## src/rtl/mult8_sched.sv

```systemverilog
// Round-robin sequencer for the shared stepped multiply unit (mult_8).
// Optional macro MULT8_SCHED_FIXED_PRIO_EN makes req0 win every tie.
module mult8_sched #(
   parameter int STEPS  = 8,
   parameter int PHASES = 3
) (
   input  logic       clk,
   input  logic       reset,
   input  logic       req0_valid,
   input  logic       req1_valid,
   output logic       req0_ready,
   output logic       req1_ready,
   input  logic [7:0] req0_a,
   input  logic [7:0] req0_b,
   input  logic [7:0] req0_c,
   input  logic [7:0] req1_a,
   input  logic [7:0] req1_b,
   input  logic [7:0] req1_c,
   output logic       rsp_valid,
   output logic       rsp_id,
   output logic [7:0] rsp_lo,
   output logic [7:0] rsp_hi,
   output logic       busy,
   output logic       mu_activate,
   output logic       mu_clear,
   output logic [7:0] mu_a,
   output logic [7:0] mu_b,
   output logic [7:0] mu_c,
   input  logic [7:0] mu_lo,
   input  logic [7:0] mu_hi
);

   localparam int SW = (STEPS  > 1) ? $clog2(STEPS)  : 1;
   localparam int PW = (PHASES > 1) ? $clog2(PHASES) : 1;
   localparam logic [SW-1:0] STEP_LAST  = SW'(STEPS - 1);
   localparam logic [PW-1:0] PHASE_LAST = PW'(PHASES - 1);

   typedef enum logic [1:0] {IDLE, STEP, RESULT} state_t;

   state_t        state_reg, state_next;
   logic [SW-1:0] step_reg, step_next;
   logic [PW-1:0] phase_reg, phase_next;
   logic [7:0]    a_reg, b_reg, c_reg;
   logic          id_reg;
   logic          rsp_valid_reg, rsp_id_reg;
   logic [7:0]    rsp_lo_reg, rsp_hi_reg;
   logic          grant0, grant1, accept;

`ifdef MULT8_SCHED_FIXED_PRIO_EN
   assign grant0 = req0_valid;
`else
   logic last_grant_reg;

   // A tie goes to whichever requester was not served last.
   assign grant0 = req0_valid && (!req1_valid || last_grant_reg);

   always_ff @(posedge clk or negedge reset) begin
      if (!reset)
         last_grant_reg <= 1'b1;
      else if (accept)
         last_grant_reg <= grant1;
   end
`endif
   assign grant1 = req1_valid && !grant0;

   always_comb begin
      state_next  = state_reg;
      step_next   = step_reg;
      phase_next  = phase_reg;
      req0_ready  = 1'b0;
      req1_ready  = 1'b0;
      accept      = 1'b0;
      mu_clear    = 1'b0;
      mu_activate = 1'b0;
      mu_a        = 8'd0;
      mu_b        = 8'd0;
      mu_c        = 8'd0;
      case (state_reg)
         IDLE: begin
            mu_clear   = 1'b1;
            req0_ready = grant0;
            req1_ready = grant1;
            if (grant0 || grant1) begin
               accept     = 1'b1;
               state_next = STEP;
               step_next  = '0;
               phase_next = '0;
            end
         end
         STEP: begin
            mu_activate = 1'b1;
            if (phase_reg == '0) begin
               mu_a = a_reg;
               mu_b = b_reg;
               mu_c = c_reg;
            end
            if (phase_reg == PHASE_LAST) begin
               phase_next = '0;
               if (step_reg == STEP_LAST)
                  state_next = RESULT;
               else
                  step_next = step_reg + SW'(1);
            end else begin
               phase_next = phase_reg + PW'(1);
            end
         end
         RESULT: begin
            mu_activate = 1'b1;
            state_next  = IDLE;
         end
         default: state_next = IDLE;
      endcase
   end

   always_ff @(posedge clk or negedge reset) begin
      if (!reset) begin
         state_reg <= IDLE;
         step_reg  <= '0;
         phase_reg <= '0;
      end else begin
         state_reg <= state_next;
         step_reg  <= step_next;
         phase_reg <= phase_next;
      end
   end

   always_ff @(posedge clk or negedge reset) begin
      if (!reset) begin
         a_reg  <= 8'd0;
         b_reg  <= 8'd0;
         c_reg  <= 8'd0;
         id_reg <= 1'b0;
      end else if (accept) begin
         a_reg  <= grant0 ? req0_a : req1_a;
         b_reg  <= grant0 ? req0_b : req1_b;
         c_reg  <= grant0 ? req0_c : req1_c;
         id_reg <= grant1;
      end
   end

   // The unit's result is sampled on the last cycle it is active.
   always_ff @(posedge clk or negedge reset) begin
      if (!reset) begin
         rsp_valid_reg <= 1'b0;
         rsp_id_reg    <= 1'b0;
         rsp_lo_reg    <= 8'd0;
         rsp_hi_reg    <= 8'd0;
      end else begin
         rsp_valid_reg <= (state_reg == RESULT);
         if (state_reg == RESULT) begin
            rsp_id_reg <= id_reg;
            rsp_lo_reg <= mu_lo;
            rsp_hi_reg <= mu_hi;
         end
      end
   end

   assign rsp_valid = rsp_valid_reg;
   assign rsp_id    = rsp_id_reg;
   assign rsp_lo    = rsp_lo_reg;
   assign rsp_hi    = rsp_hi_reg;
   assign busy      = (state_reg != IDLE);

endmodule
```

## config.mk

```make
export PLATFORM = sky130hd
export DESIGN_NAME = mult8_sched
export DESIGN_NICKNAME = d
export VERILOG_FILES = /design/src/rtl/mult8_sched.sv
export SDC_FILE = /design/constraint.sdc
export NUM_CORES = 1
export LEC_CHECK = 0
export CAP_MARGIN = 25
export CORE_MARGIN = 1.5
export CORE_UTILIZATION = 57
export DETAILED_ROUTE_END_ITERATION = 7
export DONT_BUFFER_PORTS = 1
export GPL_TIMING_DRIVEN = 0
export PLACE_DENSITY = 0.82
export SLEW_MARGIN = 20
export SYNTH_ARGS = -nofsm -noshare
export SYNTH_HDL_FRONTEND = slang
export SYNTH_SLANG_ARGS = --single-unit
```

## constraint.sdc

```tcl
create_clock -name clk -period 1.4 [get_ports clk]
set_input_delay 0.28 -clock clk [delete_from_list [all_inputs] [get_ports clk]]
set_output_delay 0.28 -clock clk [all_outputs]
set_load 0.02 [all_outputs]
```

After elaboration in Yosys (flattened, before gate mapping)

Cells that the tools add are included.

Register bits: 51
Bits in latches: 0
RAM bits: 0
ROM bits: 0
Input bits: 68
Output and inout bits: 47
Word-level logic and storage cells: 62
Memories: 0

Add/sub/neg operators: 2
Multipliers: 0
Divide/modulo/power cells: 0
$lt $le $gt $ge: 0
Equality and inequality tests: 8
Shift operators: 0
Muxes and demuxes: 26
Bitwise gates (word level): 0
Reduce and logical (&&, ||, !) cells: 14

Operators by type and width:

| cell                | count |
|---|---|
| $mux 8              | 9 |
| $mux 2              | 5 |
| $mux 3              | 3 |
| $ne 2x2->1 const B  | 4 |
| $pmux 2 s2          | 2 |
| $mux 1              | 6 |
| $pmux 3 s2          | 1 |
| $eq 2x2->1 const B  | 2 |
| $logic_not 2->1     | 2 |
| $reduce_and 4->1    | 1 |
| $reduce_bool 2->1   | 2 |
| $add 3x1->3 const B | 1 |
| $eq 3x3->1 const B  | 1 |
| $reduce_and 3->1    | 1 |
| $add 2x1->2 const B | 1 |
| $eq 2x1->1 const B  | 1 |
| $logic_and 1x1->1   | 2 |
| $logic_not 1->1     | 2 |
| $logic_or 1x1->1    | 2 |
| $reduce_and 2->1    | 1 |
| $reduce_or 2->1     | 1 |

Depth between registers and ports, before layout

Depth after elaboration: 8
Mapped depth: 7
Depth with buffers taken out: 5

Least setup slack after synthesis

No wires, ideal clock.

Kind: flip-flop to output port
Start: register state_reg[0]
End: output port req1_ready
Arrival: 1682 ps
Data required time: 1120 ps
Path slack: -562 ps
Stages on the path, launching flop included: 6
Path buffers: 1
Cells stage by stage: dfrtp_1 inv_1 ha_1 buf_2 inv_1 a211oi_1

Cells in the longest elaborated chain, start to end: 2

RTL lines:

| what                   | RTL line | RTL |
|---|---|---|
| from (decl)            | 40       | `state_t state_reg, state_next;` |
| from (signal assigned) | 121      | `state_reg <= state_next;` |
| $logic_not 2->1        | 78       | `case (state_reg)` |
| $mux 1                 | 78       |  |
| to (decl)              | 12       | `output logic req1_ready,` |

No other way between the ends.

Worst setup path in the final report

Start: register state_reg[1]
End: output port req0_ready

Cells in the longest elaborated chain, start to end: 2

RTL lines:

| what            | RTL line | RTL |
|---|---|---|
| $logic_not 2->1 | 78       |  |
| $mux 1          | 78       |  |
| to (decl)       | 11       | `output logic req0_ready,` |

No other way between the ends.

==> run metrics <==
PD cells 2180 nW/um^2; drt total wl 7410 um; Worst Hold Slack -0.337 ns; final hold viol count 51; GP Congestion 0.847; Int Pwr 0.00461 W; Slew Limit Fails 0; clk slew on worst S/H paths 0.10 ns; Overflow after GRT 0; number of cell rows 24; most common cell after layout, fill and taps aside dfrtp_1; Root Driver clkbuf_8; DRC violations left 0; RSZ-0062 raised after global routing true; clk_lat worst skew 0.30 ns; crit path launch type flip-flop; sequential fraction of the synthesis area 0.487; Yosys warning count 0; Area Overhead vs Synth 35.5%; RR Endpoint phase_reg[0]; min Tclk post-route 1.97 ns; first-pass GRT wire length 10800 um; Post-Syn Nets 332; hpwl dp 4270 um; die area 5020 sq um; max-cap violations 0; fin nets 366; pin count of the biggest net entering global routing 52; vias in the first global route 2127; crit path max fanout 3; clock network fraction of total power 0.137; Seq cells post-synth 51; Pleak 1.41 nW; Post-Syn Area 2630 sq um; share of cells above drive strength 1 0.473; Slew @ Worst Pin 0.546 ns; Worst R2R Path Depth 7; Hold WC Path Type primary input to async pin; fmax 508 MHz; most frequent cells in the layout dfrtp_1 (50), and2_4 (24), o211ai_1 (24), o21ai_1 (24), buf_6 (20); combinational share of power 0.568; Setup Skew 0.00745 ns; final worst slack -0.567 ns; Net Sw Frac 0.406; outcome complete, but fails checks; CTS max path bufs 2; post-route ant nets 0; initial core utilization 0.599; via count 2237; relative slew slack 0.636; Cells after Synth 259; Final period util 1.40; VDD IR max 1.24 mV; Core Region 4380 sq um; 1st-iter DRT viols 168; Mean Syn Cell Area 10.1 sq um; failing checks hold timing, setup timing; Core Util, Final 0.811; Crit Path Class flip-flop to output pin; Setup crit end kind output pin; initial antenna violation count 0; TritonRoute pass-1 iters 4; DR vias/cell 6.47; PortBufs 0; Data required, critical path 1.12 ns; R2R Setup Slk -0.41 ns; I/O pins 115; GRT Total Usage 0.272; Final Cell Area 3560 sq um; die width 70.9 um; Placement Cell Area 2840 sq um; CTS H-tree depth 2; sw power 0.00315 W; CTS tree built; Avg WL per Cell 21.4 um; Die Y 70.9 um; fillers 236; TritonCTS Buffers 5; sequential share of power 0.296; critical path data arrival time 1.69 ns; final setup vio count 77; clock sink total 51; synth unique cells 32; antenna diode count 0; Critical R2R Launch state_reg[1]
[metal layers]
| layer | global-route usage | vias up | part of all wire |
|---|---|---|---|
| li1 | - | 1012 | - |
| met1 | 0.368 | 1110 | 0.40 |
| met2 | 0.443 | 107 | 0.51 |
| met3 | 0.0598 | 8 | 0.080 |
| met4 | 0.0839 | 0 | 0.011 |
| met5 | 0 | - | 0 |
[what timing repair did]
action | 4_1_cts | 5_1_grt
resized for setup | 42 | 42
pin swaps | 12 | 7
endpoints found under the hold margin | 51 | 51
gates cloned | 4 | 1
setup endpoints to repair | 69 | 77
setup buffers | 17 | 9
[cell usage after synthesis, drive strengths merged]
cell     count  area (sq um)
mux2        17           191
inv          7          26.3
and2b        1          10.0
o2bb2ai      1          8.76
o21a         2          15.0
o211ai      24           180
or3b         1          11.3
o221ai       3          26.3
nand2        4          15.0
nand2b       2          12.5
o21ai       27           139
ha           5          62.6
a31oi       25           156
a211oi       2          15.0
dfstp        1          26.3
nand3b       2          15.0
nor2        26          97.6
and2        24           150
a22o         2          17.5
nand3        2          10.0
nor3         1          10.0
a21oi        4          20.0
dfrtp       50          1250
buf         18           106
clkbuf       5          18.8
nor3b        3          32.5
[layout make-up]
class	count	area [sq um]	share of cell area
multi-input combinational	178	1560	0.439
sequential	51	1280	0.359
timing repair buffer	29	315	0.0886
buffer	21	190	0.0535
clock buffer	5	68.8	0.0193
tap	52	65.1	0.0183
clock inverter	3	47.5	0.0134
inverter	7	30.0	0.00844
[cells by family after synthesis]
family	Yosys count	share of synthesized area
muxes	17	0.0729
DFF	51	0.487
and+or+nand+nor	66	0.139
buffers and inverters	30	0.0577
AOI/OAI and AO/OA	90	0.220
adders and majority gates	5	0.0238
[worst max path at each step]
stage,slack (ns),endpoint,depth (start not counted),from
CTS,-0.57,req0_ready,5,state_reg[1]
global route,-0.62,req0_ready,5,state_reg[1]
global placement,-0.28,mu_b[6],5,state_reg[1]
floorplan,-0.11,req1_ready,5,state_reg[0]
finish,-0.57,req0_ready,5,state_reg[1]
detailed placement,-0.30,mu_b[6],5,state_reg[1]
[worst max-delay path, cell delays in order, from the launching register on]
cell	delay, ns
dfrtp_1	0.42
inv_2	0.11
ha_4	0.19
buf_8	0.11
clkinvlp_4	0.20
nor3_4	0.35
[power by group through the flow]
stage	registers [W]	logic, W	clock network [W]
6_report	0.00230	0.00441	0.00106
5_1_grt	0.00235	0.00467	0.00111
4_1_cts	0.00225	0.00370	0.00107
3_5_place_dp	0.00228	0.00300	0
3_3_place_gp	0.00226	0.00295	0
2_1_floorplan	0.00221	0.00260	0
[through the flow]
stage / setup WS, ns / TNS [ns] / power (W) / hold slack (ns) / cells
after floorplan: -0.113 / -2.82 / 0.00481 / -0.0156 / 259
after global placement: -0.282 / -10.25 / 0.00521 / -0.0139 / 311
after detailed placement: -0.302 / -11.92 / 0.00528 / -0.0140 / 311
after CTS: -0.574 / -20.67 / 0.00702 / -0.346 / 340
after global routing: -0.615 / -29.66 / 0.00812 / -0.357 / 346
final: -0.567 / -25.44 / 0.00777 / -0.337 / 346
Power figures use the tool's default switching activity.
